<file path="config.mk">
export PLATFORM = sky130hd
export DESIGN_NAME = encoder16x4_req
export DESIGN_NICKNAME = d
export VERILOG_FILES = /design/src/rtl/mano_pkg.sv /design/src/rtl/prio_enc16.sv /design/src/rtl/encoder16x4_req.sv
export SDC_FILE = /design/constraint.sdc
export NUM_CORES = 1
export LEC_CHECK = 0
export ABC_CLOCK_PERIOD_IN_PS = 2000
export CORE_ASPECT_RATIO = 0.9
export CORE_MARGIN = 2
export CORE_UTILIZATION = 38
export CTS_BUF_LIST = sky130_fd_sc_hd__clkbuf_4
export CTS_CLUSTER_DIAMETER = 50
export DETAILED_ROUTE_END_ITERATION = 8
export PLACE_DENSITY = 0.86
export SLEW_MARGIN = 15
export SYNTH_ARGS = -nofsm -noshare
export SYNTH_HDL_FRONTEND = slang
export SYNTH_SLANG_ARGS = --single-unit
</file>
<file path="constraint.sdc">
create_clock -name clk -period 2 [get_ports clk]
set_input_delay 0.4 -clock clk [delete_from_list [all_inputs] [get_ports clk]]
set_output_delay 0.4 -clock clk [all_outputs]
set_load 0.02 [all_outputs]
</file>
<file path="src/rtl/mano_pkg.sv">
// Shared definitions for the 16-line request encoder.
//   N                   number of request lines
//   IDX_W               width of an encoded request index
//   ROUND_ROBIN_DEFAULT default arbitration mode (0 = fixed, 1 = rotating)
//   state_e             offer FSM states
//   onehot()            4-to-16 decode, the inverse of the encoder
package mano_pkg;

    localparam int unsigned N     = 16;
    localparam int unsigned IDX_W = 4;

    localparam bit ROUND_ROBIN_DEFAULT = 1'b0;

    typedef enum logic [0:0] {
        StIdle,
        StOffer
    } state_e;

    function automatic logic [N-1:0] onehot(input logic [IDX_W-1:0] idx);
        logic [N-1:0] vec;
        vec      = '0;
        vec[idx] = 1'b1;
        return vec;
    endfunction

endpackage

</file>
<file path="src/rtl/prio_enc16.sv">
// Combinational 16-input priority encoder with a movable starting point.
//   vec  in  16  request vector
//   ptr  in  4   index searched first; the search wraps past 15 to 0
//   idx  out 4   first set index at or above ptr (mod 16)
//   any  out 1   at least one bit of vec is set
module prio_enc16
    import mano_pkg::*;
(
    input  logic [N-1:0]     vec,
    input  logic [IDX_W-1:0] ptr,
    output logic [IDX_W-1:0] idx,
    output logic             any
);

    logic [2*N-1:0]   dbl;
    logic [N-1:0]     rot;
    logic [IDX_W-1:0] enc;

    always_comb begin
        // Rotate so that bit ptr lands at position 0, then take the lowest set bit.
        dbl = {vec, vec};
        rot = dbl[ptr +: N];
        enc = '0;
        for (int i = N - 1; i >= 0; i--) begin
            if (rot[i]) begin
                enc = IDX_W'(i);
            end
        end
        // Undo the rotation; 4-bit arithmetic gives the wrap for free.
        idx = enc + ptr;
        any = |vec;
    end

endmodule

</file>
<file path="src/rtl/encoder16x4_req.sv">
// Collects request strobes into a pending register and offers them one at a time
// to the control sequencer as a registered 4-bit code with a valid/ack handshake.
//   clk         in   1   system clock
//   rst_n       in   1   asynchronous active-low reset
//   req         in   16  request set strobes
//   en          in   1   grant enable; gates new offers only
//   ack         in   1   control unit accepts the current code
//   code_o      out  4   encoded index of the offered request
//   valid_o     out  1   code_o is a valid offer
//   grant_oh_o  out  16  one-hot of code_o while valid_o, else 0
//   pending_o   out  16  pending register
//   multi_o     out  1   more than one pending bit set
module encoder16x4_req
    import mano_pkg::*;
#(
    parameter bit ROUND_ROBIN = ROUND_ROBIN_DEFAULT
) (
    input  logic             clk,
    input  logic             rst_n,
    input  logic [N-1:0]     req,
    input  logic             en,
    input  logic             ack,
    output logic [IDX_W-1:0] code_o,
    output logic             valid_o,
    output logic [N-1:0]     grant_oh_o,
    output logic [N-1:0]     pending_o,
    output logic             multi_o
);

    state_e           state_q, state_d;
    logic [N-1:0]     pending_q, pending_d;
    logic [IDX_W-1:0] code_q, code_d;
    logic [IDX_W-1:0] ptr_q, ptr_d;
    logic [IDX_W-1:0] enc_ptr;
    logic [IDX_W-1:0] sel_idx;
    logic             sel_any;
    logic [N-1:0]     clr;

    // Fixed priority is just rotating priority with the start pinned at 0.
    assign enc_ptr = ROUND_ROBIN ? ptr_q : '0;

    prio_enc16 u_prio_enc16 (
        .vec (pending_q),
        .ptr (enc_ptr),
        .idx (sel_idx),
        .any (sel_any)
    );

    // Set has priority over clear for a bit requested in the same cycle it is acked.
    always_comb begin
        clr       = (valid_o && ack) ? grant_oh_o : '0;
        pending_d = (pending_q & ~clr) | req;
    end

    always_ff @(posedge clk or negedge rst_n) begin
        if (!rst_n) begin
            state_q   <= StIdle;
            pending_q <= '0;
            code_q    <= '0;
            ptr_q     <= '0;
        end else begin
            state_q   <= state_d;
            pending_q <= pending_d;
            code_q    <= code_d;
            ptr_q     <= ptr_d;
        end
    end

    always_comb begin
        state_d = state_q;
        code_d  = code_q;
        ptr_d   = ptr_q;
        case (state_q)
            StIdle: begin
                // Code is snapshotted here and frozen for the whole offer.
                if (en && sel_any) begin
                    state_d = StOffer;
                    code_d  = sel_idx;
                end
            end
            StOffer: begin
                // en is deliberately ignored: an offer is never withdrawn.
                if (ack) begin
                    state_d = StIdle;
                    if (ROUND_ROBIN) begin
                        ptr_d = code_q + IDX_W'(1);
                    end
                end
            end
        endcase
    end

    always_comb begin
        valid_o    = (state_q == StOffer);
        code_o     = code_q;
        grant_oh_o = valid_o ? onehot(code_q) : '0;
        pending_o  = pending_q;
        // x & (x-1) clears the lowest set bit; anything left means two or more.
        multi_o    = |(pending_q & (pending_q - {{(N-1){1'b0}}, 1'b1}));
    end

endmodule

</file>
==> impl_metrics.json <==
{
  "wl_per_cell_um": 14.8,
  "ant_nets": 0,
  "worstPathRequired_ps": 1600,
  "worstHoldPathType": "primary input to async pin",
  "initial_core_util": 0.397,
  "layout.nets": 258,
  "first_pass_iters": 4,
  "cap_violations": 0,
  "status": "finished with violations",
  "crit_type": "flip-flop to output port",
  "max-slew-margin-rel": 0.653,
  "ir_drop_mv": 0.373,
  "slew_viol_final": 0,
  "die_x_um": 63.7,
  "grt_use_total": 0.235,
  "dpl.cell_count": 274,
  "whs_ps": 407,
  "antennaDiodeCount": 0,
  "grt_overflow_total": 0,
  "rsz0062_at_grt": "true",
  "reg2reg_depth": 5,
  "grt_max_degree": 22,
  "cp_slowest_cell": "or4_4",
  "routed_wl_um": 4130,
  "die-area_um2": 3670,
  "clkTransAtPathRegs_ps": 130,
  "syn_nets": 166,
  "portBuffers": 57,
  "cts_sinks": 21,
  "ios": 58,
  "cp_cell_sequence": "or2_0 > or3_1 > o22ai_2 > a21oi_1 > or4_4 > buf_6",
  "final.setup_skew_ps": 11.8,
  "row_count": 19,
  "critPathCaptureType": "output port",
  "critPathArrivalTime_ps": 2250,
  "drive_gt1_frac": 0.270,
  "worst-path-buf-inv": 1,
  "worst_pin_slew_ps": 516,
  "crit_end": "multi_o",
  "core_area_um2": 3070,
  "ctsLongestPathBuffers": 2,
  "fmax_mhz": 377,
  "route.detailed.drc": 0,
  "max_stage_delay_ps": 530,
  "place_congestion": 0.878,
  "final_cells": 279,
  "cts_tree": "yes",
  "grt_pass1_wl_um": 6670,
  "hold_violations": 0,
  "antenna_found_initial": 0,
  "rrSetupSlack_ps": 260,
  "grt_pass1_vias": 1388,
  "areaGrowthSynthToFinish_pct": 71.5,
  "p_leak_nw": 0.810,
  "timing.rr.start": "pending_o[10]",
  "syn-mean-instance-area_um2": 8.34,
  "powerDensity_nw_per_um2": 500,
  "via_count": 1468,
  "cts_made_buffers": 3,
  "finalCritPeriodShare": 1.33,
  "yosysUniqueCellTypes": 34,
  "viasPerCell": 5.26,
  "violations": "setup timing",
  "netlist_instances": 146,
  "synth-seq-cells": 21,
  "dp_hpwl_um": 3180,
  "yosysSeqAreaShare": 0.432,
  "path_max_fanout": 2,
  "htree_levels": 1,
  "path_depth": 6,
  "ctsRootBufferMaster": "clkbuf_4",
  "startpoint_type": "flip-flop",
  "syn_area_um2": 1220,
  "min_period_ps": 2650,
  "die_h_um": 57.7,
  "setup_ws_ps": -653,
  "drt_iter0_markers": 119,
  "final_util": 0.681,
  "ys_warn_count": 0,
  "r2r_end": "valid_o",
  "startpoint": "pending_o[15]",
  "crit_family": "simple AND/OR/NAND/NOR gates",
  "setup_violations": 1,
  "worstSkewPairLatency_ps": 320
}
==> cell usage in the layout (no fill, tap or decap), drive strengths merged, types with 2 or more instances in the layout <==
cell / instances
dfrtp: 21
clkdlybuf4s15: 3
or2: 3
buf: 34
or3: 2
a211oi: 2
nand3b: 2
nand2: 9
nand2b: 18
a21o: 4
nor4: 4
dlygate4sd2: 4
clkbuf: 12
nor2b: 2
inv: 4
nor3: 5
nor2: 24
a21oi: 11
clkdlybuf4s50: 39
o21ai: 17
nand3: 2
==> Yosys cell counts <==
| cell type | instances | area, µm² |
|---|---|---|
| o21ai_0 | 16 | 80.1 |
| or2_0 | 1 | 6.26 |
| a211oi_1 | 2 | 15.0 |
| nand4b_1 | 1 | 8.76 |
| nor4_1 | 3 | 18.8 |
| o21bai_1 | 1 | 7.51 |
| maj3_1 | 1 | 10.0 |
| inv_1 | 4 | 15.0 |
| a221oi_1 | 1 | 8.76 |
| nor2_1 | 24 | 90.1 |
| nor4_4 | 1 | 21.3 |
| nand2_1 | 9 | 33.8 |
| nand4_1 | 1 | 6.26 |
| nand2b_1 | 18 | 113 |
| a21oi_1 | 11 | 55.1 |
| o311a_1 | 1 | 10.0 |
| o31ai_1 | 1 | 7.51 |
| a21o_1 | 4 | 30.0 |
| a2111oi_0 | 1 | 8.76 |
| o41ai_1 | 1 | 8.76 |
| or2_2 | 2 | 12.5 |
| nand3b_1 | 2 | 15.0 |
| nor3_1 | 5 | 25.0 |
| o21ai_1 | 1 | 5.00 |
| or4_1 | 1 | 7.51 |
| nand3_1 | 2 | 10.0 |
| clkbuf_1 | 2 | 7.51 |
| dfrtp_1 | 21 | 526 |
| or2b_1 | 1 | 7.51 |
| nor2b_1 | 2 | 12.5 |
| o22ai_1 | 1 | 6.26 |
| o31a_1 | 1 | 8.76 |
| or3_1 | 2 | 12.5 |
| o211ai_1 | 1 | 7.51 |
==> cell type report <==
cell class / instances / area, µm²
clock buffers: 3 / 22.5
inverters: 4 / 15.0
multi-input cells: 119 / 703
flip-flops and latches: 21 / 529
fillers: 246 / 978
well taps: 42 / 52.6
clock inverters: 1 / 5.00
repair buffers: 89 / 761
==> registers in the layout, summed over array words and instances, names as in the netlist <==
register and flops:
pending_o 16, valid_o 1, code_o 4
==> metal layers <==
metal  vias to the layer above  GRT usage  wire [µm]
met5                         -          0          0
met4                         0     0.0870         84
met3                        11     0.0311        232
met2                        58      0.386       1960
met1                       693      0.321       1860
li1                        706          -          -
==> worst min-delay path by stage <==
stage | start | endpoint | slack, ps
final | rst_n | code_o[2] | 410
after global routing | rst_n | pending_o[9] | 430
after CTS | rst_n | pending_o[9] | 420
after detailed placement | valid_o | valid_o | 570
after global placement | valid_o | valid_o | 540
after floorplan | rst_n | code_o[0] | 100
==> stage by stage <==
step	power, mW	TNS, ps	area [µm²]	setup slack (ps)
global placement	0.830	-604	2070	-604
floorplan	0.630	-191	1220	-191
detailed placement	0.837	-656	2070	-656
global route	1.09	-733	2090	-732
CTS	1.04	-643	2100	-643
finish	1.04	-653	2090	-653
==> repair_timing <==
item,CTS,global route
gates resized for setup,37,21
hold buffers,0,0
pin swaps,0,3
setup buffers,0,1
setup endpoints to repair,18,13
==> cells by family after synthesis <==
logic type	share of synthesized area
AO/OA/AOI/OAI	0.213
adder cells (fa/ha/maj)	0.00822
buffers and inverters	0.0185
flip-flops	0.432
AND/OR/NAND/NOR	0.329
==> power breakdown <==
group	internal [mW]	total, mW	switching [mW]
clock	0.0750	0.215	0.140
combinational	0.175	0.362	0.187
sequential	0.448	0.469	0.0211
total	0.697	1.04	0.348
(Power assumes the default switching activity.)
